File: config.mk
export PLATFORM = sky130hd
export DESIGN_NAME = packet_injector
export DESIGN_NICKNAME = d
export VERILOG_FILES = /design/src/rtl/packet_injector.sv
export SDC_FILE = /design/constraint.sdc
export NUM_CORES = 1
export LEC_CHECK = 0
export ABC_AREA = 1
export CORE_ASPECT_RATIO = 1.25
export CORE_MARGIN = 2
export CORE_UTILIZATION = 35
export DETAILED_ROUTE_END_ITERATION = 16
export DONT_BUFFER_PORTS = 1
export SLEW_MARGIN = 20
export SYNTH_ARGS = -nofsm -noshare
export SYNTH_HDL_FRONTEND = slang
export SYNTH_SLANG_ARGS = --single-unit
File: constraint.sdc
create_clock -name clk -period 4.6 [get_ports clk]
set_input_delay 0.46 -clock clk [delete_from_list [all_inputs] [get_ports clk]]
set_output_delay 0.46 -clock clk [all_outputs]
set_load 0.05 [all_outputs]
File: src/rtl/packet_injector.sv
`default_nettype none
// +----------------------------------------------------------------------------+
// | packet_injector                                                            |
// | NoC packet source: buffers whole packets, serialises them into flits and   |
// | follows credit-based flow control. Optional throttle: define               |
// | PACKET_INJECTOR_THROTTLE_EN to insert GAP idle cycles after each packet.   |
// | Revision: 1.0                                                              |
// +----------------------------------------------------------------------------+
module packet_injector #(
  parameter int CHANNEL_WIDTH = 16,
  parameter int FLITS         = 5,
  parameter int CREDITS       = 2,
  parameter int DEPTH         = 4,
  parameter int GAP           = 0
) (
  input  logic                             clk,
  input  logic                             reset,
  input  logic [FLITS*CHANNEL_WIDTH-1:0]   pkt_in,
  input  logic                             pkt_valid,
  output logic                             pkt_ready,
  input  logic                             credit_in,
  output logic [CHANNEL_WIDTH-1:0]         channel_out,
  output logic [31:0]                      packet_count,
  output logic [$clog2(CREDITS+1)-1:0]     credits,
  output logic                             credit_err
);

  localparam int PKT_W = FLITS * CHANNEL_WIDTH;
  localparam int AW    = $clog2(DEPTH);
  localparam int CRW   = $clog2(CREDITS + 1);
  localparam int IW    = $clog2(FLITS);

  localparam logic [CRW-1:0] CRED_MAX = CRW'(CREDITS);
  localparam logic [IW-1:0]  LAST_IDX = IW'(FLITS - 1);
  localparam logic [AW:0]    FULL_CNT = (AW + 1)'(DEPTH);

  if (FLITS < 2 || FLITS > 16 || DEPTH < 2 || (DEPTH & (DEPTH - 1)) != 0 ||
      CREDITS < 1 || GAP < 0) begin : g_param_check
    $error("packet_injector: illegal parameter combination");
  end

`ifdef PACKET_INJECTOR_THROTTLE_EN
  localparam int GW = (GAP > 0) ? $clog2(GAP + 1) : 1;
  typedef enum logic [1:0] {ST_IDLE = 2'd0, ST_SEND = 2'd1, ST_GAP = 2'd2} state_t;
  logic [GW-1:0] gap_q, gap_d;
`else
  typedef enum logic [1:0] {ST_IDLE = 2'd0, ST_SEND = 2'd1} state_t;
`endif

  state_t             state_q, state_d;
  logic [IW-1:0]      idx_q, idx_d;
  logic [PKT_W-1:0]   shift_q, shift_d;
  logic [CHANNEL_WIDTH-1:0] channel_out_q, channel_out_d;
  logic [31:0]        packet_count_q, packet_count_d;
  logic [CRW-1:0]     credits_q, credits_d;
  logic               credit_err_q, credit_err_d;

  logic [PKT_W-1:0]   mem_q [DEPTH];
  logic [AW-1:0]      wr_ptr_q, wr_ptr_d, rd_ptr_q, rd_ptr_d;
  logic [AW:0]        count_q, count_d;
  logic [PKT_W-1:0]   head;
  logic               fifo_empty;
  logic               push;
  logic               pop;

  assign pkt_ready  = (count_q != FULL_CNT);
  assign fifo_empty = (count_q == '0);
  assign push       = pkt_valid && pkt_ready;
  assign head       = mem_q[rd_ptr_q];

  always_comb begin
    state_d        = state_q;
    idx_d          = idx_q;
    shift_d        = shift_q;
    channel_out_d  = '0;
    packet_count_d = packet_count_q;
    credits_d      = credits_q;
    credit_err_d   = credit_err_q;
    pop            = 1'b0;
`ifdef PACKET_INJECTOR_THROTTLE_EN
    gap_d          = gap_q;
`endif

    unique case (state_q)
      ST_IDLE: begin
        // Credits are only consulted here, at packet boundaries.
        if (!fifo_empty && credits_q != '0) begin
          pop           = 1'b1;
          channel_out_d = head[CHANNEL_WIDTH-1:0];
          shift_d       = head >> CHANNEL_WIDTH;
          idx_d         = IW'(1);
          state_d       = ST_SEND;
        end
      end
      ST_SEND: begin
        channel_out_d = shift_q[CHANNEL_WIDTH-1:0];
        shift_d       = shift_q >> CHANNEL_WIDTH;
        idx_d         = idx_q + IW'(1);
        if (idx_q == LAST_IDX) begin
          packet_count_d = packet_count_q + 32'd1;
          idx_d          = '0;
`ifdef PACKET_INJECTOR_THROTTLE_EN
          if (GAP > 0) begin
            state_d = ST_GAP;
            gap_d   = GW'(GAP);
          end else begin
            state_d = ST_IDLE;
          end
`else
          state_d = ST_IDLE;
`endif
        end
      end
`ifdef PACKET_INJECTOR_THROTTLE_EN
      ST_GAP: begin
        // The final gap cycle is spent in IDLE deciding the next launch.
        if (gap_q <= GW'(1)) begin
          state_d = ST_IDLE;
        end else begin
          gap_d = gap_q - GW'(1);
        end
      end
`endif
      default: state_d = ST_IDLE;
    endcase

    if (pop && !credit_in) begin
      credits_d = credits_q - CRW'(1);
    end else if (!pop && credit_in) begin
      if (credits_q == CRED_MAX) begin
        credit_err_d = 1'b1;
      end else begin
        credits_d = credits_q + CRW'(1);
      end
    end
  end

  always_comb begin
    wr_ptr_d = wr_ptr_q;
    rd_ptr_d = rd_ptr_q;
    count_d  = count_q;
    if (push) wr_ptr_d = wr_ptr_q + AW'(1);
    if (pop)  rd_ptr_d = rd_ptr_q + AW'(1);
    case ({push, pop})
      2'b10:   count_d = count_q + (AW + 1)'(1);
      2'b01:   count_d = count_q - (AW + 1)'(1);
      default: count_d = count_q;
    endcase
  end

  always_ff @(posedge clk) begin
    if (push) mem_q[wr_ptr_q] <= pkt_in;
  end

  always_ff @(posedge clk) begin
    if (reset) begin
      state_q        <= ST_IDLE;
      idx_q          <= '0;
      shift_q        <= '0;
      channel_out_q  <= '0;
      packet_count_q <= '0;
      credits_q      <= CRED_MAX;
      credit_err_q   <= 1'b0;
      wr_ptr_q       <= '0;
      rd_ptr_q       <= '0;
      count_q        <= '0;
`ifdef PACKET_INJECTOR_THROTTLE_EN
      gap_q          <= '0;
`endif
    end else begin
      state_q        <= state_d;
      idx_q          <= idx_d;
      shift_q        <= shift_d;
      channel_out_q  <= channel_out_d;
      packet_count_q <= packet_count_d;
      credits_q      <= credits_d;
      credit_err_q   <= credit_err_d;
      wr_ptr_q       <= wr_ptr_d;
      rd_ptr_q       <= rd_ptr_d;
      count_q        <= count_d;
`ifdef PACKET_INJECTOR_THROTTLE_EN
      gap_q          <= gap_d;
`endif
    end
  end

  assign channel_out  = channel_out_q;
  assign packet_count = packet_count_q;
  assign credits      = credits_q;
  assign credit_err   = credit_err_q;

endmodule
`default_nettype wire

==> results_dict.tcl, run 1 <==
set metrics [dict create \
    synthArstFlopShare_pct 0 \
    hold_viol 0 \
    grt_pass1_wl_mm 67.81 \
    num_rows 91 \
    fin_area_um2 20520 \
    endpoint_kind "flip-flop" \
    antenna_found_initial 6 \
    fin_nets 1770 \
    path_clk_slew_ns 0.06 \
    worstPathMaxFanout 22 \
    synth-warning-count 0 \
    static-leakage-power_nw 7.002 \
    grt_pass1_vias 11872 \
    final_cells 2367 \
    slew_viol_final 0 \
    setup_tns_ns 0 \
    final_antenna_net_count 0 \
    synth_edf_count 320 \
    combPwrFrac_pct 24.1 \
    core_area_um2 49530 \
    cp-start-kind "flip-flop" \
    slew_headroom_pct 38.27 \
    fin_worst_skew_ns 0.02667 \
    dr.pass1.iters 6 \
    drc_errors 0 \
    fmax_mhz 338.5 \
    fillers 4689 \
    syn_area_per_cell_um2 10.87 \
    synthToLayoutAreaGrowth_pct 16.60 \
    synth-main-ff-cell "edfxtp_1" \
    cp.arrival_ns 3.20 \
    routed_wl_mm 43.79 \
    grt_start_max_net_pins 96 \
    status "finished clean" \
    top_level_ports 136 \
    p_seq_share_pct 46.0 \
    drtIter0Drc 951 \
    ys_ff_latch 448 \
    crit_type "reg -> reg" \
    yosysSeqAreaShare_pct 69.17 \
    hp-class "in -> reg" \
    port_buffers 0 \
    cts.sinks 448 \
    dp_hpwl_mm 26.34 \
    setup_viol 0 \
    power_frac_clock_pct 29.8 \
    cts_tree "yes" \
    htree_levels 2 \
    gr-total-overflow 0 \
    initial_utilization_pct 35.53 \
    cts_buffers 47 \
    p_sw_mw 4.337 \
    cp.required_ns 4.85 \
    dp_cells 2196 \
    avgRoutedWirePerCell_um 18.50 \
    intPower_mw 8.091 \
    clkLatencyLatePin_ns 0.58 \
    grt_setup_unrepaired "no" \
    cts_root_buf "clkbuf_16" \
    drive_gt1_share_pct 7.235 \
    routabilityCongestion 0.8584 \
    synth_nets 1713 \
    synthCells 1618 \
    grt_usage_pct 16.84 \
    syn_area_um2 17600 \
    drv_cap 0 \
    vias_per_cell 5.029 \
    power.density_nw_per_um2 605.7 \
    min_period_ns 2.954 \
    vias 11903 \
    clockBufferDepth 3 \
    switching_share_pct 34.90 \
    die_w_um 204.5 \
    tightest_slew_ns 0.9250 \
    yosysUniqueCellTypes 36 \
    die_area_um2 52090 \
    die_h_um 254.7 \
    max-vdd-ir-drop_v 0.0005404 \
    post_dp_cell_area_um2 18170 \
    finalCritPeriodShare_pct 64.22 \
    final_util_pct 41.42 \
]
## what timing repair did
item                                    in CTS  in global routing
hold buffers                                81                  0
endpoints found under the hold margin      415                  0
resized for setup                            0                  0
buffers inserted                             0                  0
endpoints found under the setup margin       0                  0
## metrics by stage
stage / worst slack, ns / hold WS, ns / total power, mW
after floorplan: -0.4018 / 0.4362 / 7.910
after detailed placement: 1.662 / 0.4542 / 8.739
final: 1.646 / 0.05109 / 12.43
after CTS: 1.625 / 0.02165 / 12.57
after global routing: 1.460 / 0.06044 / 13.13
after global placement: 1.678 / 0.4415 / 8.673
## power groups by stage
stage / clock (mW) / sequential [mW] / combinational (mW)
after floorplan: 0 / 5.59 / 2.32
after global placement: 0 / 5.79 / 2.88
after detailed placement: 0 / 5.81 / 2.93
after CTS: 3.79 / 5.72 / 3.05
after global routing: 3.95 / 5.79 / 3.38
final: 3.71 / 5.72 / 3.00
## layer usage
metal	routed length, µm	share of wire [%]	GRT usage [%]	vias to the layer above
li1	-	-	-	5733
met1	18050	41	20.24	5770
met2	21920	50	29.66	317
met3	2500	5.7	3.539	77
met4	1287	2.9	6.066	6
met5	32	0.073	0	-
## kinds of logic (layout without fill, tap and decap cells)
| logic type | count (synthesis) | after routing | share of synthesized area (%) |
|---|---|---|---|
| fa+ha+maj | 11 | 11 | 0.8249 |
| other cells | 0 | 2 | 0 |
| simple gates | 746 | 746 | 17.94 |
| flops | 448 | 448 | 69.17 |
| xor+xnor | 5 | 5 | 0.2489 |
| compound gates | 251 | 251 | 7.772 |
| buf+inv | 157 | 253 | 4.039 |
## path summary, 6_finish.rpt
check | start | slack [ns] | depth (start not counted) | to
setup / recovery | count_q[1]$_SDFFE_PP0P_ | 1.65 | 5 | mem_q[3][73]$_DFFE_PP_
hold / removal | reset | 0.05 | 3 | idx_q[0]$_SDFFE_PP0P_
setup reg to reg | count_q[1]$_SDFFE_PP0P_ | 1.65 | 5 | mem_q[3][73]$_DFFE_PP_
hold reg to reg | rd_ptr_q[1]$_SDFFE_PP0P_ | 0.46 | 2 | flip-flop
## area by class of cell
type | count | area, µm² | share of cell area, %
Antenna cell | 2 | 5.005 | 0.02439
Clock buffer | 71 | 1328 | 6.470
Clock inverter | 17 | 182.7 | 0.8904
Inverter | 66 | 250.2 | 1.220
Multi-Input combinational cell | 1013 | 4743 | 23.12
Sequential cell | 448 | 12180 | 59.37
Tap cell | 651 | 814.5 | 3.970
Timing Repair Buffer | 99 | 1013 | 4.940
## critical path, cell delays in order, from the launching register on
cell and delay, ns:
dfxtp_1 0.35, inv_2 0.06, nand3_1 0.48, nand2_1 0.51, nor2_4 0.81, buf_4 0.38
## synth_stat cells (7+ instances only)
master    count  area share, %
edfxtp_1    320             55
nor2_1      155            3.3
a31oi_1      51            1.8
nand3_1     143            4.1
o21ai_0      92            2.6
buf_4        12           0.51
nand2_1     407            8.7
buf_2        36            1.0
nor3_1        7           0.20
clkbuf_1     32           0.68
o21ai_1      18           0.51
a21oi_1      55            1.6
dfxtp_1     128             15
o22ai_1      32            1.1
ha_1         10           0.71
buf_1         7           0.15
inv_1        59            1.3
nand4_1       8           0.28
## state kept, by name, indices dropped and copies added (netlist names), named ones only
register / flops
mem_q: 320
shift_q: 64
packet_count: 32
channel_out: 16
count_q: 3
idx_q: 3
credits: 2
rd_ptr_q: 2
wr_ptr_q: 2
credit_err: 1
state_q: 1
## placed cells by master, fill, tap and decap left out, drive strengths merged
cell	n
a211oi	1
a21o	1
a21oi	55
a31oi	51
buf	19
bufinv	3
clkbuf	71
clkinv	12
dfxtp	128
diode	2
dlygate4sd3	80
edfxtp	320
fa	1
ha	10
inv	68
nand2	413
nand3	147
nand3b	1
nand4	8
nor2	167
nor3	9
nor3b	1
o21ai	110
o22ai	32
o31ai	1
xnor2	2
xor2	3
(Power assumes the default switching activity.)
==> run 2: changes to the inputs <==
- clock period: 4.6 -> 2.4 ns (I/O delays scaled with it)
==> run 2 against run 1 <==
  * Routed wire length rose by 2.5%
  * Fmax rose by 48%
  * Global-route usage increased by 0.20 points
  * Sequential power grew 89%
  * Core utilization rose by 1.0 points
  * Cell count up 1.6%
  * Clock skew down 0.016 ns
  * Worst hold slack better by 0.0068 ns
  * Critical path depth rose by 6
  * Setup slack worse by 1.2 ns
  * Critical endpoint is now count_q[2]$_SDFFE_PP0P_
  * Largest cell class unchanged
==> results_dict.tcl, run 2 (synthesis gave the netlist of run 1 again) <==
set metrics [dict create \
    finalCritPeriodShare_pct 83.04 \
    critical_path.top_delay_family "simple AND/OR/NAND/NOR gates" \
    combPwrFrac_pct 25.5 \
    dp_hpwl_mm 27.61 \
    die_area_um2 52090 \
    cts_root_buf "clkbuf_16" \
    port_buffers 0 \
    reg2reg_from "count_q[1]$_SDFFE_PP0P_" \
    drv_cap 0 \
    drc_errors 0 \
    fmax_mhz 501.8 \
    avgRoutedWirePerCell_um 18.65 \
    final_antenna_net_count 0 \
    tightest_slew_ns 0.6138 \
    fillers 4671 \
    antenna_found_initial 5 \
    htree_levels 2 \
    cts.sinks 448 \
    p_seq_share_pct 44.4 \
    worstPathMaxFanout 9 \
    setup_viol 0 \
    drtIter0Drc 1071 \
    routabilityCongestion 0.8612 \
    grt_setup_unrepaired "no" \
    cts_tree "yes" \
    grt_start_max_net_pins 97 \
    routed_wl_mm 44.87 \
    gr-total-overflow 0 \
    synthToLayoutAreaGrowth_pct 19.44 \
    crit_type "reg -> reg" \
    grt_pass1_vias 11809 \
    cp-start-kind "flip-flop" \
    dr.pass1.iters 5 \
    die_w_um 204.5 \
    crit_top_cell "nor2_1" \
    worst_slack_ns 0.4070 \
    final_util_pct 42.43 \
    fin_nets 1810 \
    power.density_nw_per_um2 1162 \
    min_period_ns 1.993 \
    cts_buffers 47 \
    status "finished clean" \
    vias 12202 \
    switching_share_pct 34.61 \
    fin_worst_skew_ns 0.01101 \
    hold_viol 0 \
    whs_ns 0.05789 \
    power_frac_clock_pct 30.2 \
    intPower_mw 15.96 \
    critPathLaunch "count_q[1]$_SDFFE_PP0P_" \
    max_stage_delay_ns 0.38 \
    cts_resized 0 \
    drive_gt1_share_pct 9.812 \
    most-common-layout-cells "406 x nand2_1, 320 x edfxtp_1, 151 x nor2_1" \
    layout_commonest_cell "nand2_1" \
    clkLatencyLatePin_ns 0.57 \
    clockBufferDepth 3 \
    die_h_um 254.7 \
    cp.arrival_ns 2.49 \
    dp_slack_ns 0.3951 \
    top_register "mem_q" \
    cp.required_ns 2.90 \
    slew_headroom_pct 59.03 \
    hp-class "in -> reg" \
    slew_viol_final 0 \
    initial_utilization_pct 35.53 \
    min_delay_path_depth 2 \
    cp.depth 11 \
    static-leakage-power_nw 7.296 \
    grt_pass1_wl_mm 68.37 \
    core_area_um2 49530 \
    ff2ff_path_depth 11 \
    totalPowerFinal_mw 24.42 \
    endpoint_kind "flip-flop" \
    path_clk_slew_ns 0.06 \
    num_rows 91 \
    regToRegSetupSlack_ns 0.41 \
    top_level_ports 136 \
    crit_slowest_cell "fa_1" \
    largest_reg_flops 320 \
    crit_buf_inv 2 \
    p_sw_mw 8.451 \
    hold_start "reset" \
    cp_cell_sequence "inv_2 > nand3_4 > nand2_4 > ha_1 > inv_1 > fa_1 > nor2_1 > nor2_1 > nand2_1 > o21ai_0 > a21oi_1" \
    grt_usage_pct 17.04 \
    max-vdd-ir-drop_v 0.0009265 \
    vias_per_cell 5.071 \
    setup_tns_ns 0 \
]
-- run 2: layout make-up --
class | count | area, µm² | share of cell area [%]
multi-input cells | 1013 | 4763 | 22.66
clock inverters | 20 | 210.2 | 1.000
repair buffers | 139 | 1419 | 6.751
diodes | 2 | 5.005 | 0.02381
inverters | 66 | 250.2 | 1.191
flip-flops and latches | 448 | 12180 | 57.96
well taps | 651 | 814.5 | 3.876
clock buffers | 67 | 1374 | 6.537
-- run 2: per-layer routing --
layer  vias up  share of wire (%)  GRT usage [%]
met4         6                2.6          5.259
met5         -               0.10              0
met2       346                 51          29.95
li1       5811                  -              -
met1      5954                 40          20.95
met3        85                5.6          3.501
-- run 2: final timing paths --
path | endpoint
min reg2reg | flip-flop
max reg2reg | count_q[2]$_SDFFE_PP0P_
min | packet_count[22]$_SDFFE_PP0P_
max | count_q[2]$_SDFFE_PP0P_
-- run 2: power groups by stage --
| stage | Sequential (mW) | Clock [mW] | Combinational [mW] |
|---|---|---|---|
| 2_1_floorplan | 10.7 | 0 | 4.49 |
| 3_3_place_gp | 11.0 | 0 | 5.95 |
| 3_5_place_dp | 11.0 | 0 | 6.07 |
| 4_1_cts | 10.8 | 7.51 | 6.31 |
| 5_1_grt | 11.0 | 7.82 | 6.89 |
| 6_report | 10.8 | 7.37 | 6.22 |
-- run 2: worst register-to-register path, stage by stage (launching register included) --
cell and delay, ns:
dfxtp_1 0.32, inv_2 0.10, nand3_4 0.21, nand2_4 0.24, ha_1 0.17, inv_1 0.06
fa_1 0.38, nor2_1 0.11, nor2_1 0.04, nand2_1 0.07, o21ai_0 0.08, a21oi_1 0.15
-- run 2: through the flow --
stage | std cells | area, µm²
final | 2406 | 21020
after global routing | 2405 | 21010
after CTS | 2404 | 21010
after floorplan | 1618 | 17650
after global placement | 2234 | 18580
after detailed placement | 2234 | 18580
-- run 2: repair_timing --
| action | CTS | global route |
|---|---|---|
| hold buffers | 83 | 0 |
| hold endpoints to repair | 418 | 0 |
| setup buffers | 0 | 0 |
==> run 3: changes to the inputs <==
- clock period: 2.4 -> 1.97 ns (I/O delays scaled with it)
==> run 3 against run 2 <==
  * Fmax is 8.4% higher
  * Critical path type unchanged
  * Clock-buffer cell count stayed put
  * Largest power group unchanged
  * Setup slack worse by 0.28 ns
  * Largest cell class unchanged
  * Cell count is 0.58% higher
  * Clock power is 16% higher
  * Routed wire length is 0.14% lower
  * Via count hardly changed
  * Register-to-register slack worse by 0.28 ns
  * Flip-flop and latch count stayed put
  * Clock skew is 0.0033 ns higher
==> results_dict.tcl, run 3 (synthesis gave the netlist of run 1 again) <==
set metrics [dict create \
    regToRegSetupSlack_ns 0.13 \
    drc_errors 0 \
    crit_buf_inv 2 \
    dp_hpwl_mm 28.22 \
    endpoint_kind "flip-flop" \
    clockBufferDepth 3 \
    fin_worst_skew_ns 0.01429 \
    tightest_slew_ns 0.7666 \
    fillers 4628 \
    clkLatencyLatePin_ns 0.58 \
    top_level_ports 136 \
    grt_start_max_net_pins 98 \
    antenna_found_initial 2 \
    cts_root_buf "clkbuf_16" \
    hold_start "reset" \
    worstPathMaxFanout 3 \
    setup_viol 0 \
    synthToLayoutAreaGrowth_pct 20.84 \
    ff2ff_path_depth 12 \
    layout_commonest_cell "nand2_1" \
    min_to "packet_count[22]$_SDFFE_PP0P_" \
    crit_type "reg -> reg" \
    htree_levels 2 \
    routabilityCongestion 0.8745 \
    slew_headroom_pct 48.90 \
    core_area_um2 49530 \
    top_register "mem_q" \
    finalCritPeriodShare_pct 93.31 \
    max-vdd-ir-drop_v 0.0008681 \
    dp_slack_ns 0.03191 \
    drive_gt1_share_pct 10.57 \
    fin_area_um2 21260 \
    max_stage_delay_ns 0.39 \
    post_dp_cell_area_um2 18900 \
    combPwrFrac_pct 27.0 \
    drv_cap 0 \
    vias 12199 \
    port_buffers 0 \
    cp.arrival_ns 2.34 \
    switching_share_pct 34.96 \
    vias_per_cell 5.041 \
    reg2reg_from "count_q[2]$_SDFFE_PP0P_" \
    num_rows 91 \
    grt_usage_pct 17.12 \
    final_antenna_net_count 0 \
    power_frac_clock_pct 28.7 \
    cp-start-kind "flip-flop" \
    totalPowerFinal_mw 29.82 \
    p_sw_mw 10.43 \
    static-leakage-power_nw 7.389 \
    min_period_ns 1.838 \
    critical_path.top_delay_family "adder cells" \
    multi_input_area_um2 4772 \
    cts.sinks 448 \
    p_seq_share_pct 44.4 \
    whs_ns 0.009218 \
    fin_nets 1827 \
    avgRoutedWirePerCell_um 18.52 \
    grt_setup_unrepaired "no" \
    hold_viol 0 \
    fmax_mhz 544.0 \
    path_clk_slew_ns 0.06 \
    routed_wl_mm 44.81 \
    n_antenna_cell 0 \
    initial_utilization_pct 35.53 \
    worst_slack_ns 0.1317 \
    hp-class "in -> reg" \
    gr-total-overflow 0 \
    cp.required_ns 2.47 \
    die_area_um2 52090 \
    die_h_um 254.7 \
    slew_viol_final 0 \
    most-common-layout-cells "406 x nand2_1, 320 x edfxtp_1, 151 x nor2_1" \
    r2r-end "count_q[2]$_SDFFE_PP0P_" \
    cts_tree "yes" \
    crit_slowest_cell "fa_1" \
    grt_pass1_vias 11783 \
    grt_pass1_wl_mm 68.54 \
    cts_buffers 46 \
    seq_area_um2 12190 \
    die_w_um 204.5 \
    intPower_mw 19.39 \
    power.density_nw_per_um2 1402 \
    final_util_pct 42.93 \
    min_delay_path_depth 2 \
    largest_reg_flops 320 \
    drtIter0Drc 897 \
    status "finished clean" \
    dr.pass1.iters 5 \
    cp_cell_sequence "inv_1 > nand3_1 > nand2_2 > nor2_4 > ha_1 > inv_1 > fa_1 > nor2_1 > nor2_1 > nand2_1 > o21ai_0 > a21oi_1" \
]
-- run 3: metrics by stage --
step	TNS (ns)	std cells
final	0	2420
after global routing	0	2420
after CTS	0	2418
after detailed placement	0	2250
after global placement	0	2250
after floorplan	-100.73	1618
-- run 3: layout make-up --
cell class	count	area share, %
Multi-Input combinational cell	1013	22.44
Sequential cell	448	57.34
Tap cell	651	3.831
Timing Repair Buffer	157	8.232
Inverter	66	1.177
Clock inverter	18	0.6591
Clock buffer	67	6.320
-- run 3: worst max path at each step --
stage	start	to	slack, ns	cells after the start
floorplan	count_q[0]$_SDFFE_PP0P_	mem_q[0][0]$_DFFE_PP_	-0.33	4
global placement	count_q[2]$_SDFFE_PP0P_	credits[1]$_SDFFE_PP1P_	0.04	10
detailed placement	count_q[2]$_SDFFE_PP0P_	credits[1]$_SDFFE_PP1P_	0.03	10
CTS	count_q[2]$_SDFFE_PP0P_	credits[1]$_SDFFE_PP1P_	0.02	10
global route	count_q[1]$_SDFFE_PP0P_	count_q[2]$_SDFFE_PP0P_	0.002	12
finish	count_q[2]$_SDFFE_PP0P_	count_q[2]$_SDFFE_PP0P_	0.13	12
-- run 3: worst register-to-register path, delay by kind of cell (launching register included) --
family	cells	cell delay (ns)
buf+inv	2	0.14
simple gates	6	0.55
fa+ha+maj	2	0.55
compound gates	2	0.20
flops	1	0.35
-- run 3: timing repair --
item | 4_1_cts | 5_1_grt
hold buffers | 83 | 0
endpoints found under the setup margin | 0 | 2
gates resized for setup | 0 | 4
setup buffers | 0 | 1
hold endpoints to repair | 431 | 0
-- run 3: power by group through the flow --
stage          clock network [mW]  logic [mW]  registers (mW)
2_1_floorplan                   0        5.51            13.0
5_1_grt                      9.09        8.94            13.4
3_3_place_gp                    0        7.60            13.4
3_5_place_dp                    0        7.73            13.4
4_1_cts                      8.75        8.00            13.2
6_report                     8.55        8.05            13.2
-- run 3: routing by layer --
| metal | wire, µm | global-route usage (%) | part of all wire, % |
|---|---|---|---|
| met4 | 1005 | 5.155 | 2.2 |
| met2 | 23010 | 30.76 | 51 |
| met5 | 15 | 0 | 0.033 |
| met1 | 18120 | 20.73 | 40 |
| met3 | 2650 | 3.182 | 5.9 |
==> variant 1 (flow settings as in run 3) <==
The option `PACKET_INJECTOR_THROTTLE_EN` is turned on by a define.
--- a/src/rtl/packet_injector.sv
+++ b/src/rtl/packet_injector.sv
@@ -6,6 +6,8 @@
 // | PACKET_INJECTOR_THROTTLE_EN to insert GAP idle cycles after each packet.   |
 // | Revision: 1.0                                                              |
 // +----------------------------------------------------------------------------+
+`define PACKET_INJECTOR_THROTTLE_EN
+
 module packet_injector #(
   parameter int CHANNEL_WIDTH = 16,
   parameter int FLITS         = 5,
Function: no difference found for any inputs over 10 cycles, from zero or initial values and one cycle with reset high; that may be too few to reach the edited logic, so the function may still have changed.
==> variant 1 against run 3 <==
Total power shrank 3.2%; global-route usage is 0.49 points lower; critical endpoint unchanged; largest cell class unchanged; combinational power is 4.2% lower; setup slack got worse by 0.0028 ns; die area rose by 0.40%; design area shrank 0.62%; wire length fell by 1.5%; area after synthesis increased by 0.41%; final cell count increased by 1.2%; critical path type unchanged; critical path depth decreased by 1; sequential cell count did not move; fmax down 0.15%.
==> variant 1: results (changes against run 3) <==
Logic synthesis
  – Number of synthesized flops with an enable pin: 320 (unchanged)
  – Post-Synth XOR/XNOR Area: 0.00248 (-0.0000100)
  – Proportion of synthesized chip area in sequential cells: 0.689 (-0.00279)
  – Post-synthesis adder-cell area fraction: 0.00822 (-0.0000333)
  – Synth cell types: 34 (-5.6%)
  – Post-synth net total: 1,736 (+1.3%)
  – Synth cell count leaders: 320 x edfxtp_1, 304 x nand2_1, 238 x nor2_1
  – Post-Syn Area per Cell: 10.8 sq um (-1.0%)
  – Top cells by area, synth: edfxtp_1 54%, dfxtp_1 15%, nand2_1 6.5%
  – Post-synthesis compound-gate area fraction: 0.111 (+0.0336)

STA
  – Layout Skew: 0.0110 ns (-0.00331 ns)
  – Max-slew headroom: 0.576 (+0.0871)

Routing
  – Met2 WL: 22.8 mm (-1.1%)
  – Routed Wire Length: 44.1 mm (-1.5%)
  – Drt via density: 4.96 (-1.7%)
  – Detailed Route Iter0 Violations: 875 (-2.5%)
  – Routed length on met1: 18.0 mm (-0.62%)
  – DR top layer: met5
  – WL/cell: 18.0 microns (-2.6%)
  – Routed met3 length: 2.23 mm (-16%)

Setup path
  – CP arrival: 2.30 ns (-0.04 ns)

Pwr
  – Max VDD drop: 0.644 mV (-26%)
  – Comb. pwr: 7.71 mW (-4.2%)
  – Lkg Pwr: 7.40 nW (+0.13%)
  – Pwr/cell area: 1370 nW/um^2 (-2.5%)
  – Cell internal pwr: 18.8 mW (-2.8%)

CTS
  – CTS clk-pin slew, worst paths: 0.06 ns (about the same)
  – H-tree depth: 2 (unchanged)
  – Max clock buf depth: 3 (unchanged)
  – CTS buffer count: 45 (-2.2%)

Placement
  – Post-DP HPWL: 27.6 mm (-2.2%)
  – Inst Count DP: 2,276 (+1.2%)
  – Placer congestion estimate: 0.848 (-3.0%)

GRT
  – First-pass GRT wire length: 66.5 mm (-3.0%)
  – Total global-route track usage: 0.166 (-0.00491)

Layout
  – Fraction of layout cells with a size suffix above 1: 0.0962 (-0.00951)
  – Final #Nets: 1,846 (+1.0%)
  – Commonest non-fill, non-tap cell in the layout: edfxtp_1

Hold path
  – Hold crit path type: input port to flip-flop

Outcome
  – Status: finished, final reports clean
[variant 1: cell count changes after synthesis, moves of 13 or more]
cell     change
o21ai_1     +13
nor2_1      +83
nand2_1    -103
a31oi_1     -22
inv_1       +29
buf_2       -17
a21oi_1     +28
nand3_1    -116
o21ai_0    +100
[variant 1: worst max-delay path, stage by stage (launching register included)]
cell,delay (ns)
dfxtp_1,0.34
inv_2,0.07
nand3_1,0.10
nand2_2,0.07
nor2_4,0.12
ha_1,0.16
inv_1,0.07
fa_1,0.38
a21oi_1,0.15
o21ai_1,0.09
o21ai_1,0.12
a21oi_1,0.05
[variant 1: metrics by stage]
| stage | cell area [sq um] | setup TNS, ns | hold slack (ns) | setup slack, ns |
|---|---|---|---|---|
| 2_1_floorplan | 17700 | -105.13 | 0.296 | -0.345 |
| 3_3_place_gp | 18800 | 0 | 0.277 | 0.0481 |
| 3_5_place_dp | 18800 | 0 | 0.279 | 0.0572 |
| 4_1_cts | 21100 | 0 | 0.295 | 0.0519 |
| 5_1_grt | 21100 | -0.00307 | 0.323 | -0.00307 |
| 6_report | 21100 | 0 | 0.315 | 0.129 |
[variant 1: kinds of logic (layout without fill, tap and decap cells)]
family | count (synthesis) | in the layout
other | 0 | 2
adder cells (fa/ha/maj) | 11 | 11
buffers and inverters | 185 | 332
AND/OR/NAND/NOR | 617 | 617
AO/OA/AOI/OAI | 375 | 375
XOR/XNOR | 5 | 5
flip-flops | 448 | 448
[variant 1: repair_timing]
| item | 4_1_cts | 5_1_grt |
|---|---|---|
| resized for setup | 0 | 2 |
| endpoints found under the setup margin | 0 | 2 |
| setup buffers | 0 | 1 |
| hold buffers | 84 | 0 |
| endpoints found under the hold margin | 420 | 0 |
[variant 1: final timing paths]
| check | start | end | slack, ns | cells after the start |
|---|---|---|---|---|
| worst max-delay path | count_q[1]$_SDFFE_PP0P_ | count_q[2]$_SDFFE_PP0P_ | 0.13 | 11 |
| worst min-delay path | pkt_in[26] | mem_q[1][26]$_DFFE_PP_ | 0.31 | 1 |
| worst max register to register | count_q[1]$_SDFFE_PP0P_ | count_q[2]$_SDFFE_PP0P_ | 0.13 | 11 |
| worst min register to register | count_q[0]$_SDFFE_PP0P_ | count_q[0]$_SDFFE_PP0P_ | 0.45 | 1 |
[variant 1: metal layers]
layer,up-vias,global-route usage
li1,5879,-
met1,5888,0.201
met2,297,0.294
met3,66,0.0300
met4,2,0.0643
met5,-,0
[variant 1: final cells by class]
type	count	area (sq um)
Fill cell	4727	29100
Sequential cell	448	12200
Multi-Input combinational cell	1008	4720
Timing Repair Buffer	152	1620
Clock buffer	62	1250
Tap cell	658	823
Inverter	96	363
Clock inverter	22	166
Antenna cell	2	5.00
==> variant 2 (flow settings as in run 3) <==
Without the edit above. Make the reset (`reset`) asynchronous in one clocked block.
--- a/src/rtl/packet_injector.sv
+++ b/src/rtl/packet_injector.sv
@@ -152,7 +152,7 @@
     if (push) mem_q[wr_ptr_q] <= pkt_in;
   end
 
-  always_ff @(posedge clk) begin
+  always_ff @(posedge clk or posedge reset) begin
     if (reset) begin
       state_q        <= ST_IDLE;
       idx_q          <= '0;
Behaviour: differs if reset is asserted again (counterexample within 4 cycles, from zero or initial values and one cycle with reset high); with reset held inactive, the same outputs for 4 cycles.
==> variant 2 against run 3 <==
Area after synthesis increased by 1.4%; sequential cell count fell by 2; total power rose by 7.5%; design area is 1.5% higher; critical path depth is 3 lower; non-clock buffer count grew 2; synthesized cell count fell by 2.0%; wire length down 5.7%; setup slack gained 0.024 ns; largest power group unchanged.
==> variant 2: results (changes against run 3) <==
Logic synthesis
  – Synth cell types: 28 (-22%)
  – Ys async rst share: 0.283 (+0.283)
  – Post-synth net total: 1,681 (-1.9%)
  – Synth cell count leaders: 390 x nand2_1, 320 x edfxtp_1, 195 x nand3_1
  – Synth warnings: 0 (unchanged)
  – Proportion of synthesized chip area in sequential cells: 0.716 (+0.0240)
  – Commonest register cell after synthesis: edfxtp_1
  – Number of synthesized flops with an enable pin: 320 (unchanged)
  – Top cells by area, synth: edfxtp_1 54%, dfrtp_1 18%, nand2_1 8.2%
  – Post-Syn Area per Cell: 11.2 sq um (+3.4%)
  – Yosys reg bits: 446 (-0.45%)

Setup path
  – Critical path peak fanout: 21 (+18)
  – Worst R2R Path Depth: 9 (-3)
  – Crit path kind: flip-flop to flip-flop
  – CP arrival: 2.30 ns (-0.04 ns)
  – Reg2reg end: credits[1]$_DFFE_PP1P_
  – RR Startpoint: count_q[1]$_DFFE_PP0P_
  – Reg2reg setup slack: 0.16 ns (+0.02 ns)
  – Crit path capture type: flip-flop

Pwr
  – Switch Pwr: 11.5 mW (+10%)
  – Combinational Power Share: 0.304 (+0.034)
  – Sequential cell power: 13.5 mW
  – Max VDD drop: 0.869 mV (+0.14%)
  – Lkg Pwr: 8.24 nW (+12%)
  – Pwr/cell area: 1490 nW/um^2 (+5.9%)

Placement
  – Post-DP HPWL: 26.5 mm (-6.2%)
  – I/O Buffers: 0 (unchanged)
  – Inst Count DP: 2,237 (-0.58%)
  – Placer congestion estimate: 0.867 (-0.89%)
  – Pre-CTS WS: 0.143 ns (+0.111 ns)

CTS
  – Post-CTS Setup Bufs: 0 (unchanged)
  – Clock root cell: clkbuf_16
  – CTS clk-pin slew, worst paths: 0.06 ns (about the same)
  – Max clock buf depth: 3 (unchanged)
  – Worst skew pair latency: 0.58 ns (about the same)
  – CTS buffer count: 46 (unchanged)

STA
  – Final Cycle Share: 0.921 (-0.0122)
  – Layout Skew: 0.0208 ns (+0.00654 ns)
  – Worst slew pin tran: 0.748 ns (-0.0186 ns)

Layout
  – Final #Nets: 1,805 (-1.2%)
  – Final Instance Count excl. Fillers: 2,408 (-0.50%)
  – Fraction of layout cells with a size suffix above 1: 0.0996 (-0.00611)
  – Fill count: 4,732 (+2.2%)
  – Max reg flops: 320 (unchanged)
  – Largest register by flop count: mem_q

Hold path
  – Hold crit path type: input port to async pin

Routing
  – Routed Antenna Nets: 0 (unchanged)
  – Drt via density: 4.88 (-3.2%)
  – First-pass iteration count of the detailed router: 6 (+1)
  – Detailed Route Iter0 Violations: 932 (+3.9%)
  – Routed Wire Length: 42.3 mm (-5.7%)

GRT
  – Largest net degree at the start of global routing: 69 (-30%)
  – First-pass GRT wire length: 65.6 mm (-4.3%)
  – Total global-route track usage: 0.161 (-0.0103)
  – Vias in the first global route: 11,400 (-3.3%)
  – Antenna violations before repair: 1 (-1)

Outcome
  – Status: finished, final reports clean
==> variant 2: changes by cell type after synthesis, sizes merged, moves of 32 or more <==
cell   before  now
a21oi      55    3
nand3     147  198
o22ai      32    0
dfxtp     128    0
o21ai     110  183
a31oi      51    1
dfrtp       0  125
==> variant 2: final cells by class <==
cell class	instances	area, sq um	area share
diodes	3	7.51	0.000348
repair buffers	159	1650	0.0765
inverters	56	218	0.0101
multi-input cells	1001	4580	0.212
clock inverters	19	241	0.0112
clock buffers	66	1290	0.0597
flip-flops and latches	446	12800	0.592
well taps	658	823	0.0381
==> variant 2: cell families (layout without fill, tap and decap cells) <==
family	count (synthesis)	count (layout)	share of synthesized area
buffers and inverters	139	300	0.0316
flip-flops	446	446	0.716
AND/OR/NAND/NOR	784	784	0.183
adder cells (fa/ha/maj)	11	11	0.00814
XOR/XNOR	17	17	0.00835
AO/OA/AOI/OAI	189	189	0.0535
other	0	3	0
==> variant 2: layer usage <==
metal,track usage,vias up,part of all wire
li1,-,5671,-
met3,0.0273,66,0.051
met2,0.275,279,0.51
met4,0.0522,0,0.024
met5,0,-,0
met1,0.207,5739,0.42
==> variant 2: critical path, stage by stage, from the launching register on <==
cell	delay, ns
dfrtp_1	0.37
inv_1	0.16
nand3_1	0.19
nand3_4	0.11
inv_2	0.04
buf_4	0.19
ha_1	0.30
a21oi_1	0.11
o21ai_0	0.11
xor2_1	0.15
==> variant 2: per-stage QoR <==
stage	hold slack (ns)	instance area [sq um]	utilization
global route	0.212	21600	0.428
finish	0.187	21600	0.428
CTS	0.165	21600	0.428
detailed placement	0.160	19200	0.381
floorplan	0.296	17900	-
global placement	0.158	19200	0.381
==> variant 2: timing repair <==
item,4_1_cts,5_1_grt
endpoints found under the setup margin,0,3
endpoints found under the hold margin,397,0
gates resized for setup,0,1
hold buffers,83,0
